**src/rtl/if_prefetch_unit.sv**
```systemverilog
// ---------------------------------------------------------------------------
// if_prefetch_unit
//
// Instruction-fetch stage with a prefetch queue. Owns the program counter,
// issues sequential word fetches to a synchronous one-cycle instruction
// memory, buffers returned words in a DEPTH-entry FIFO and hands them to
// decode. Redirects from EXE (taken branch, higher priority) and ID (jump)
// flush the queue, drop any in-flight fetch and restart at the target.
//
// Optional feature macro: IF_PREFETCH_BYPASS_EN
//   When defined, a response arriving while the queue is empty and decode
//   is ready goes straight to dec_* without being queued.
//
// Parameters:
//   XLEN      address / instruction width
//   DEPTH     prefetch queue entries (power of 2, >= 2)
//   RESET_PC  PC loaded by reset (word aligned)
//
// Ports:
//   clk, rst_n          clock, asynchronous active-low reset
//   imem_req/imem_addr  fetch request and address (= pc)
//   imem_rdata          instruction word, valid the cycle after imem_req
//   dec_valid/dec_ready decode handshake; a word transfers in any cycle
//                       where both are high. dec_valid never depends on
//                       dec_ready except in the bypass case.
//   dec_instr           head instruction
//   dec_pc_plus4        head PC + 4
//   ex_redirect_*       taken branch from EXE
//   id_redirect_*       jump from ID
//   q_count             entries currently in the queue
// ---------------------------------------------------------------------------
module if_prefetch_unit #(
    parameter int unsigned     XLEN     = 32,
    parameter int unsigned     DEPTH    = 4,
    parameter logic [XLEN-1:0] RESET_PC = '0
) (
    input  logic                       clk,
    input  logic                       rst_n,
    output logic                       imem_req,
    output logic [XLEN-1:0]            imem_addr,
    input  logic [XLEN-1:0]            imem_rdata,
    output logic                       dec_valid,
    input  logic                       dec_ready,
    output logic [XLEN-1:0]            dec_instr,
    output logic [XLEN-1:0]            dec_pc_plus4,
    input  logic                       ex_redirect_valid,
    input  logic [XLEN-1:0]            ex_redirect_pc,
    input  logic                       id_redirect_valid,
    input  logic [XLEN-1:0]            id_redirect_pc,
    output logic [$clog2(DEPTH+1)-1:0] q_count
);

    localparam int PTR_W = $clog2(DEPTH);
    localparam int CNT_W = $clog2(DEPTH+1);
    localparam logic [CNT_W:0] DEPTH_C = (CNT_W+1)'(DEPTH);

    logic [XLEN-1:0]  pc_q, pc_d;
    logic [PTR_W-1:0] wr_ptr_q, wr_ptr_d;
    logic [PTR_W-1:0] rd_ptr_q, rd_ptr_d;
    logic [CNT_W-1:0] count_q, count_d;
    logic             inflight_q, inflight_d;
    logic [XLEN-1:0]  instr_mem_q [DEPTH];
    logic [XLEN-1:0]  instr_mem_d [DEPTH];
    logic [XLEN-1:0]  pc4_mem_q   [DEPTH];
    logic [XLEN-1:0]  pc4_mem_d   [DEPTH];

    logic             redirect_any;
    logic [XLEN-1:0]  redirect_sel;
    logic [XLEN-1:0]  redirect_pc;
    logic [CNT_W:0]   occupancy;
    logic             bypass_hit;
    logic             push;
    logic             pop;

    always_comb begin
        redirect_any = ex_redirect_valid || id_redirect_valid;
        redirect_sel = ex_redirect_valid ? ex_redirect_pc : id_redirect_pc;
        redirect_pc  = redirect_sel & ~XLEN'(3);

        // Slots already promised to the queue: stored words plus the one
        // coming back from memory. A pop this cycle is not credited, which
        // keeps imem_req off the dec_ready path.
        occupancy = {1'b0, count_q} + {{CNT_W{1'b0}}, inflight_q};
        imem_req  = rst_n && !redirect_any && (occupancy < DEPTH_C);
        imem_addr = pc_q;

`ifdef IF_PREFETCH_BYPASS_EN
        bypass_hit = (count_q == '0) && inflight_q && dec_ready && !redirect_any;
`else
        bypass_hit = 1'b0;
`endif

        push      = inflight_q && !redirect_any && !bypass_hit;
        pop       = (count_q != '0) && !redirect_any && dec_ready;
        dec_valid = ((count_q != '0) && !redirect_any) || bypass_hit;

`ifdef IF_PREFETCH_BYPASS_EN
        dec_instr    = bypass_hit ? imem_rdata : instr_mem_q[rd_ptr_q];
        dec_pc_plus4 = bypass_hit ? pc_q : pc4_mem_q[rd_ptr_q];
`else
        dec_instr    = instr_mem_q[rd_ptr_q];
        dec_pc_plus4 = pc4_mem_q[rd_ptr_q];
`endif
        q_count = count_q;

        pc_d        = pc_q;
        wr_ptr_d    = wr_ptr_q;
        rd_ptr_d    = rd_ptr_q;
        count_d     = count_q;
        inflight_d  = 1'b0;
        instr_mem_d = instr_mem_q;
        pc4_mem_d   = pc4_mem_q;

        if (redirect_any) begin
            pc_d     = redirect_pc;
            wr_ptr_d = '0;
            rd_ptr_d = '0;
            count_d  = '0;
        end else begin
            if (imem_req) begin
                pc_d = pc_q + XLEN'(4);
            end
            inflight_d = imem_req;
            // pc only moves on a request or a redirect, and a redirect kills
            // the in-flight fetch, so pc_q is the returning word's PC + 4.
            if (push) begin
                instr_mem_d[wr_ptr_q] = imem_rdata;
                pc4_mem_d[wr_ptr_q]   = pc_q;
                wr_ptr_d              = wr_ptr_q + 1'b1;
            end
            if (pop) begin
                rd_ptr_d = rd_ptr_q + 1'b1;
            end
            case ({push, pop})
                2'b10:   count_d = count_q + 1'b1;
                2'b01:   count_d = count_q - 1'b1;
                default: count_d = count_q;
            endcase
        end
    end

    always_ff @(posedge clk or negedge rst_n) begin
        if (!rst_n) begin
            pc_q       <= RESET_PC;
            wr_ptr_q   <= '0;
            rd_ptr_q   <= '0;
            count_q    <= '0;
            inflight_q <= 1'b0;
            for (int i = 0; i < int'(DEPTH); i++) begin
                instr_mem_q[i] <= '0;
                pc4_mem_q[i]   <= '0;
            end
        end else begin
            pc_q        <= pc_d;
            wr_ptr_q    <= wr_ptr_d;
            rd_ptr_q    <= rd_ptr_d;
            count_q     <= count_d;
            inflight_q  <= inflight_d;
            instr_mem_q <= instr_mem_d;
            pc4_mem_q   <= pc4_mem_d;
        end
    end

endmodule

```
**config.mk**
```make
export PLATFORM = sky130hd
export DESIGN_NAME = if_prefetch_unit
export DESIGN_NICKNAME = d
export VERILOG_FILES = /design/src/rtl/if_prefetch_unit.sv
export SDC_FILE = /design/constraint.sdc
export NUM_CORES = 1
export LEC_CHECK = 0
export CAP_MARGIN = 20
export CORE_MARGIN = 2
export CORE_UTILIZATION = 35
export CTS_BUF_LIST = sky130_fd_sc_hd__clkbuf_4 sky130_fd_sc_hd__clkbuf_8
export DETAILED_ROUTE_END_ITERATION = 16
export PLACE_DENSITY = 0.56
export REMOVE_ABC_BUFFERS = 1
export SYNTH_ARGS = -nofsm -noshare
export SYNTH_HDL_FRONTEND = slang
export SYNTH_SLANG_ARGS = --single-unit
```
**constraint.sdc**
```tcl
create_clock -name clk -period 2.3 [get_ports clk]
set_input_delay 0.46 -clock clk [delete_from_list [all_inputs] [get_ports clk]]
set_output_delay 0.46 -clock clk [all_outputs]
set_load 0.02 [all_outputs]
```
Word-level counts from Yosys, hierarchy flattened. Cells that the tools add are included.

Reduce and logical (&&, ||, !) cells: 14. Bitwise logic cells: 3. $lt $le $gt $ge: 4. Muxes and demuxes: 20. Equality and inequality tests: 2. $add $sub $neg: 6.

Operators with widths (number): $bwmux 128 (2); $mux 32 (8); $bmux 32 s2 (2); $demux 32 s2 (1); $add 32x3->32 const B (1); $mux 2 (4); $ge 3x3->1 const B (2); $logic_and 1x1->1 (6); $not 2->3 (2); $pmux 3 s2 (1); $reduce_bool 2->1 (3); $reduce_bool 3->1 (2); $add 2x1->2 const B (2); $add 3x1->4 (1); $lt 4x3->1 const B (1); $add 3x1->3 const B (1); $lt 3x1->1 const B (1); $mux 3 (1); $sub 3x1->3 const B (1); $eq 2x1->1 const B (1); $eq 2x2->1 const B (1); $reduce_and 2->1 (1); $logic_not 1->1 (1); $logic_or 1x1->1 (1); other kinds (2) (2).

Word-level logic and storage cells: 62. Flip-flop bits (word level): 296.

Depth between registers and ports, before layout. Gate-level depths: netlist of run 1.

Depth after elaboration: 7. Depth in mapped cells: 8. Mapped depth without buffers: 7.

Least setup slack after synthesis of run 1. No wires, ideal clock.

Path kind: register to output. Start: register rd_ptr_q[0]. End: output dec_instr[10]. Setup slack: 350 ps. Arrival: 1490 ps. Path buffers: 1. Cell stages (with the launch flop): 3. Data required time: 1840 ps. Cell sequence: dfrtp_1 -> clkbuf_1 -> mux4_2.

Word-level cells in the longest chain between the ends: 4.

Ends and longest elaborated chain: start, declared (line 59) `logic [PTR_W-1:0] rd_ptr_q, rd_ptr_d;`; start signal, assigned (line 156) `rd_ptr_q <= rd_ptr_d;`; $not 2->3 (implied by the code) (line 101) `dec_instr = instr_mem_q[rd_ptr_q];`; $bmux 32 s2 (line 101); $mux 32 (implied by the code) (2 in series) (line 101); end, declared (line 44) `output logic [XLEN-1:0] dec_instr,`.

Every way passes these cells. The select of a mux whose other input is x is not followed.

Worst setup path in the final report of run 1.
Start: register rd_ptr_q[0]. End: output dec_pc_plus4[7].

Word-level cells in the longest chain between the ends: 4.

Ends and longest elaborated chain: $not 2->3 (implied by the code) (line 102) `dec_pc_plus4 = pc4_mem_q[rd_ptr_q];`; $bmux 32 s2 (line 102); $mux 32 (implied by the code) (2 in series) (line 102); end, declared (line 45) `output logic [XLEN-1:0] dec_pc_plus4,`.

Every way passes these cells. The select of a mux whose other input is x is not followed.

==> results.py, run 1 <==
metrics = {
    "final_layout": {
        "nets": 1301,
        "n_fill_cell": 3508,
        "seqCellArea_mm2": 0.007169,
        "stdcell_area_mm2": 0.01776,
        "final_cells": 1741,
        "multiInputGateArea_mm2": 0.005867,
        "area_growth_pct": 32.81,
        "antenna_cells": 0,
        "drive_above_1_share": 0.4642,
    },
    "drt": {
        "drt_pass1_iterations": 4,
        "viasPerCell": 5.024,
        "drt_wl_total_um": 35500,
        "antenna_left": 0,
        "avgRoutedWirePerCell_um": 20.39,
        "drt-initial-drc-count": 408,
        "drc": 0,
        "vias": 8746,
    },
    "power": {
        "clkPwrFrac": 0.384,
        "pwr-share-comb": 0.192,
        "vdd_ir_drop_max_uv": 430.0,
        "switching_share": 0.2702,
        "leakagePower_nw": 8.078,
        "cell_internal_pwr_mw": 9.747,
        "seq_power_share": 0.423,
        "netSwitchingPower_mw": 3.608,
        "power.density_mw_per_mm2": 752.1,
    },
    "critical_path": {
        "r2r-end": "q_count[2]",
        "r2r_slack_ns": 0.27,
        "critPathCaptureType": "output port",
        "path_class": "flip-flop to output port",
        "r2r_cells": 8,
        "critPathMaxFanout": 6,
        "start_kind": "flip-flop",
        "cp_data_arrival_time_ns": 2.10,
        "rr_startpoint": "q_count[1]",
        "required_ns": 1.84,
    },
    "yosys": {
        "synth_compound_area_frac": 0.03303,
        "netlist_area_mm2": 0.01337,
        "yosysTopAreaCellShare": 0.5353,
        "synth-simple-area-share": 0.06326,
        "postSynthCellCount": 936,
        "async_flop_share": 1.000,
        "yosys_warnings": 0,
        "post_synth_fa_ha_maj_area_fraction": 0.006176,
        "ys_top_cells_by_area": "dfrtp_1 54%, mux2_2 21%, mux4_2 10%",
        "synthFlopType": "dfrtp_1",
        "synth_xor_area_frac": 0.01245,
        "yosysSeqAreaShare": 0.5353,
        "yosysTopAreaCell": "dfrtp_1",
        "synth_area_per_cell_um2": 14.28,
        "muxShareOfSynthArea": 0.3194,
        "ys_seq_elements": 286,
        "synth_edf_count": 0,
        "synth_top_family_by_area": "multiplexers",
        "synth.distinct_cells": 53,
    },
    "die": {
        "die_w_um": 199.5,
        "die_area_mm2": 0.03978,
        "start_util": 0.3550,
        "floorplan.core_area_mm2": 0.03767,
        "placementRows": 71,
        "ios": 202,
        "die_y_um": 199.5,
    },
    "placement": {
        "placed_cell_area_mm2": 0.01637,
        "place.gp.congestion": 0.7655,
        "dp_hpwl_um": 22590,
        "pre_cts_ws_ns": -0.1020,
        "dp_cells": 1636,
        "port_buffers": 193,
    },
    "clocking": {
        "clockBufferDepth": 3,
        "cts_tree": "done",
        "path_clk_slew_ns": 0.06,
        "cts_max_level": 2,
        "worstSkewPairLatency_ns": 0.61,
        "cts-root-buf": "clkbuf_8",
        "cts.sinks": 286,
        "cts_buffers": 52,
    },
    "flow_run": {
        "maxCapViolCount": 0,
    },
    "global_routing": {
        "grt_pass1_wl_um": 55430,
        "antenna_found_initial": 0,
        "track_usage": 0.1843,
        "grt-ovfl-total": 0,
        "grt_pass1_vias": 9316,
        "grt_max_degree": 153,
    },
    "sta": {
        "hold_viol": 0,
        "maxSlewViolCount": 0,
        "hold_ws_ns": 0.3332,
        "slew_headroom": 0.3682,
        "fmax_mhz": 390.4,
        "finalCriticalPeriod_ns": 2.562,
        "finalSetupTns_ns": -13.20,
        "setup_viol": 62,
        "post-route-period-util": 1.114,
        "rsz0062_at_grt": "yes",
        "setup_slack_ns": -0.2616,
        "worstMarginPinSlew_ns": 0.9477,
        "finalClockSkew_ns": 0.02659,
    },
    "min_path": {
        "worstHoldStart": "ex_redirect_valid",
        "whs_endpoint": "inflight_q",
        "worstHoldPathCells": 5,
        "min_path_type": "input pin to flip-flop",
    },
    "status": {
        "violations": "negative setup slack",
        "status": "complete, but fails checks",
    },
}
[sequential cells by signal, summed over array words and instances, names as in the netlist]
| name | count |
|---|---|
| q_count | 3 |
| inflight_q | 1 |
| instr_mem_q | 128 |
| imem_addr | 30 |
| rd_ptr_q | 2 |
| pc4_mem_q | 120 |
| wr_ptr_q | 2 |
[power groups by stage]
| stage | combinational (mW) | clock [mW] | sequential, mW |
|---|---|---|---|
| 3_3_place_gp | 2.61 | 0 | 5.73 |
| 6_report | 2.57 | 5.13 | 5.66 |
| 2_1_floorplan | 1.21 | 0 | 5.77 |
| 5_1_grt | 2.75 | 5.57 | 5.71 |
| 4_1_cts | 2.62 | 5.34 | 5.66 |
| 3_5_place_dp | 2.63 | 0 | 5.74 |
[metrics by stage]
step	power, mW	util
floorplan	6.984	-
global placement	8.334	0.4347
detailed placement	8.368	0.4347
CTS	13.61	0.4707
global route	14.03	0.4714
finish	13.36	0.4714
[kinds of logic (layout without fill, tap and decap cells)]
group / Yosys count / after routing
and+or+nand+nor: 149 / 149
xor gates and xnor gates: 19 / 19
muxes: 318 / 318
AOI/OAI and AO/OA: 70 / 70
buffers and inverters: 87 / 378
adders and majority gates: 6 / 6
other: 1 / 4
DFF: 286 / 286
[layout make-up]
cell class              count  area share
flip-flops and latches    286      0.4037
multi-input cells         566      0.3304
repair buffers            275      0.1642
clock buffers              79     0.05665
well taps                 511     0.03601
clock inverters            11    0.006201
inverters                  13    0.002748
[synth_stat cells (all sizes together), types with 3 or more instances]
cell type,instances
xor2,15
a22o,3
mux4,62
a211oi,9
and3,11
a221oi,3
nor2,28
and4,3
ha,5
nand4,17
xnor2,4
a21oi,26
nor3,8
nor2b,11
nand3,18
mux2,249
o22a,3
nand2,29
buf,50
o21ai,15
nor3b,5
mux2i,7
inv,13
dfrtp,286
and2,6
nand3b,4
clkbuf,24
[critical path: stages, from the launching register on]
cell and delay (ns):
dfrtp_4 0.48, buf_12 0.16, buf_16 0.15, mux4_2 0.54, buf_6 0.16
[per-layer routing]
| layer | global-route usage | wire length [um] | up-vias |
|---|---|---|---|
| met1 | 0.2559 | 16460 | 4541 |
| met3 | 0.04439 | 1869 | 48 |
| li1 | - | - | 3964 |
| met2 | 0.2893 | 16490 | 193 |
| met5 | 0 | 0 | - |
| met4 | 0.04993 | 676 | 0 |
[worst max path at each step]
stage / startpoint / to / slack (ns) / cells after the start
after global routing: rd_ptr_q[0] / dec_instr[13] / -0.35 / 4
final: rd_ptr_q[0] / dec_pc_plus4[7] / -0.26 / 4
after detailed placement: id_redirect_valid / imem_req / -0.10 / 6
after floorplan: ex_redirect_valid / instr_mem_q[0] / -1.45 / 3
after global placement: id_redirect_valid / imem_req / -0.12 / 6
after CTS: rd_ptr_q[0] / dec_instr[13] / -0.33 / 4
[repair_timing]
item | CTS | global route
resized for setup | 356 | 12
hold endpoints to repair | 9 | 0
endpoints found under the setup margin | 77 | 69
gates cloned | 7 | 0
setup buffers | 5 | 2
hold buffers | 1 | 0
[layout by cell type (no fill, tap or decap), types with 18 or more instances in the layout]
| cell type | synthesis | layout |
|---|---|---|
| a21oi_1 | 26 | 26 |
| buf_12 | 0 | 19 |
| buf_2 | 41 | 18 |
| buf_4 | 4 | 54 |
| buf_6 | 1 | 41 |
| clkbuf_8 | 0 | 66 |
| clkdlybuf4s50_1 | 0 | 110 |
| dfrtp_1 | 286 | 280 |
| mux2_2 | 249 | 249 |
| mux4_2 | 62 | 62 |
| nand2_1 | 29 | 29 |
| nor2_1 | 28 | 27 |
Power figures use the tool's default switching activity.
==> inputs of run 2 (changes only) <==
HOLD_SLACK_MARGIN = 0.1   (was not set)
==> results of run 2 <==
No change in the layout: final DEF, timing and power equal those of run 1.
==> inputs of run 3 (changes only) <==
CELL_PAD_IN_SITES_DETAIL_PLACEMENT = 2   (was not set)
CELL_PAD_IN_SITES_GLOBAL_PLACEMENT = 2   (was not set)
PLACE_DENSITY = 0.75   (was 0.56)
SKIP_LAST_GASP = 1   (was not set)
==> run 3 against run 2 <==
The run still ends with negative setup slack left. Clock power shrank 3%. Die area unchanged. Critical path depth rose by 2. Sequential share of layout area fell by 0.10 points. Critical endpoint unchanged. Largest cell class unchanged. Largest power group unchanged.
==> results.py, run 3 (synthesis gave the netlist of run 1 again) <==
metrics = {
    "drt": {
        "avgRoutedWirePerCell_um": 23.22,
        "drt_pass1_iterations": 4,
        "drc": 0,
        "vias": 9043,
        "antenna_left": 0,
        "drt-initial-drc-count": 264,
        "drt_wl_total_um": 40800,
        "viasPerCell": 5.147,
    },
    "placement": {
        "dp_hpwl_um": 26240,
        "place.gp.congestion": 0.7320,
        "port_buffers": 193,
    },
    "final_layout": {
        "antenna_cells": 0,
        "final_util": 0.4726,
        "area_growth_pct": 33.15,
        "final_common_cell": "dfrtp_1",
        "layout_common_cells": "280 x dfrtp_1, 249 x mux2_2, 110 x clkdlybuf4s50_1",
        "drive_above_1_share": 0.4719,
        "largest_register_ffs": 128,
        "top_register": "instr_mem_q",
        "nets": 1318,
    },
    "global_routing": {
        "grt-ovfl-total": 0,
        "track_usage": 0.2069,
        "grt_pass1_wl_um": 61960,
        "grt_max_degree": 102,
        "grt_pass1_vias": 10350,
        "antenna_found_initial": 1,
    },
    "status": {
        "status": "complete, but fails checks",
        "violations": "negative setup slack",
    },
    "clocking": {
        "path_clk_slew_ns": 0.06,
        "cts_buffers": 52,
        "worstSkewPairLatency_ns": 0.63,
        "cts-root-buf": "clkbuf_8",
        "cts_tree": "done",
        "cts.sinks": 286,
        "clockBufferDepth": 3,
        "cts_max_level": 2,
    },
    "min_path": {
        "worstHoldStart": "ex_redirect_valid",
        "min_path_type": "input pin to flip-flop",
    },
    "sta": {
        "setup_slack_ns": -0.4060,
        "hold_ws_ns": 0.3242,
        "rsz0062_at_grt": "yes",
        "setup_viol": 62,
        "worstMarginPinSlew_ns": 0.9019,
        "hold_viol": 0,
        "maxSlewViolCount": 0,
        "fmax_mhz": 369.5,
        "finalCriticalPeriod_ns": 2.706,
        "post-route-period-util": 1.177,
        "slew_headroom": 0.3987,
        "finalClockSkew_ns": 0.03077,
    },
    "die": {
        "ios": 202,
        "die_w_um": 199.5,
        "floorplan.core_area_mm2": 0.03767,
        "placementRows": 71,
        "die_y_um": 199.5,
        "die_area_mm2": 0.03978,
        "start_util": 0.3550,
    },
    "critical_path": {
        "required_ns": 1.84,
        "startpoint": "rd_ptr_q[0]",
        "start_kind": "flip-flop",
        "path_class": "flip-flop to output port",
        "rr_startpoint": "imem_addr[18]",
        "critPathMaxFanout": 6,
        "critPathCaptureType": "output port",
        "cp_data_arrival_time_ns": 2.25,
    },
    "flow_run": {
        "maxCapViolCount": 0,
    },
    "power": {
        "power.density_mw_per_mm2": 742.5,
        "vdd_ir_drop_max_uv": 299.9,
        "leakagePower_nw": 8.131,
    },
}
==> run 3: area by class of cell <==
type	count	area [um^2]
Fill cell	3690	19860
Tap cell	511	639.4
Inverter	13	48.80
Timing Repair Buffer	292	3013
Sequential cell	286	7169
Multi-Input combinational cell	566	5864
Clock inverter	3	15.01
Clock buffer	86	1052
==> run 3: repair_timing <==
action                                  CTS  global route
hold buffers                              1             0
resized for setup                       170           174
endpoints found under the setup margin   80            68
pin swaps                                 0             0
cloned                                    2             4
endpoints found under the hold margin    58             0
setup buffers                            13            13
==> run 3: routing by layer <==
metal / track usage / routed length, um / up-vias / part of all wire
li1: - / - / 3962 / -
met5: 0 / 0 / - / 0
met1: 0.2640 / 17540 / 4826 / 0.43
met2: 0.3586 / 20630 / 198 / 0.51
met3: 0.04068 / 1891 / 57 / 0.046
met4: 0.05679 / 745 / 0 / 0.018
==> run 3: stage by stage <==
step	instance area [um^2]	setup WS (ns)	std cells	total power, mW	TNS, ns
after floorplan	13030	-1.449	865	6.984	-449.80
after global placement	16360	-0.1290	1635	8.339	-2.304
after detailed placement	16360	-0.1120	1635	8.436	-4.607
after CTS	17610	-0.4748	1740	13.36	-24.62
after global routing	17800	-0.4592	1757	13.83	-21.57
final	17800	-0.4060	1757	13.22	-18.08
==> run 3: final timing paths <==
path / endpoint / slack, ns / depth (start not counted)
setup / recovery: dec_pc_plus4[7] / -0.41 / 6
hold / removal: inflight_q / 0.32 / 5
setup reg to reg: imem_addr[27] / 0.28 / 5
hold reg to reg: instr_mem_q[44] / 0.50 / 1
max in group asynchronous: pc4_mem_q[91] / 0.36 / 5
min in group asynchronous: instr_mem_q[13] / 0.67 / 3
==> run 3: power breakdown <==
group	leakage, nW	switching [mW]	internal, mW
clock	0.576	2.11	2.85
sequential	3.82	0.271	5.42
combinational	3.74	1.28	1.28
total	8.13	3.67	9.55
==> run 3: worst max-delay path, stage by stage (launching register included) <==
cell and delay (ns):
dfrtp_4 0.51, buf_12 0.15, buf_12 0.13, buf_16 0.14
buf_12 0.12, mux4_2 0.44, buf_6 0.15
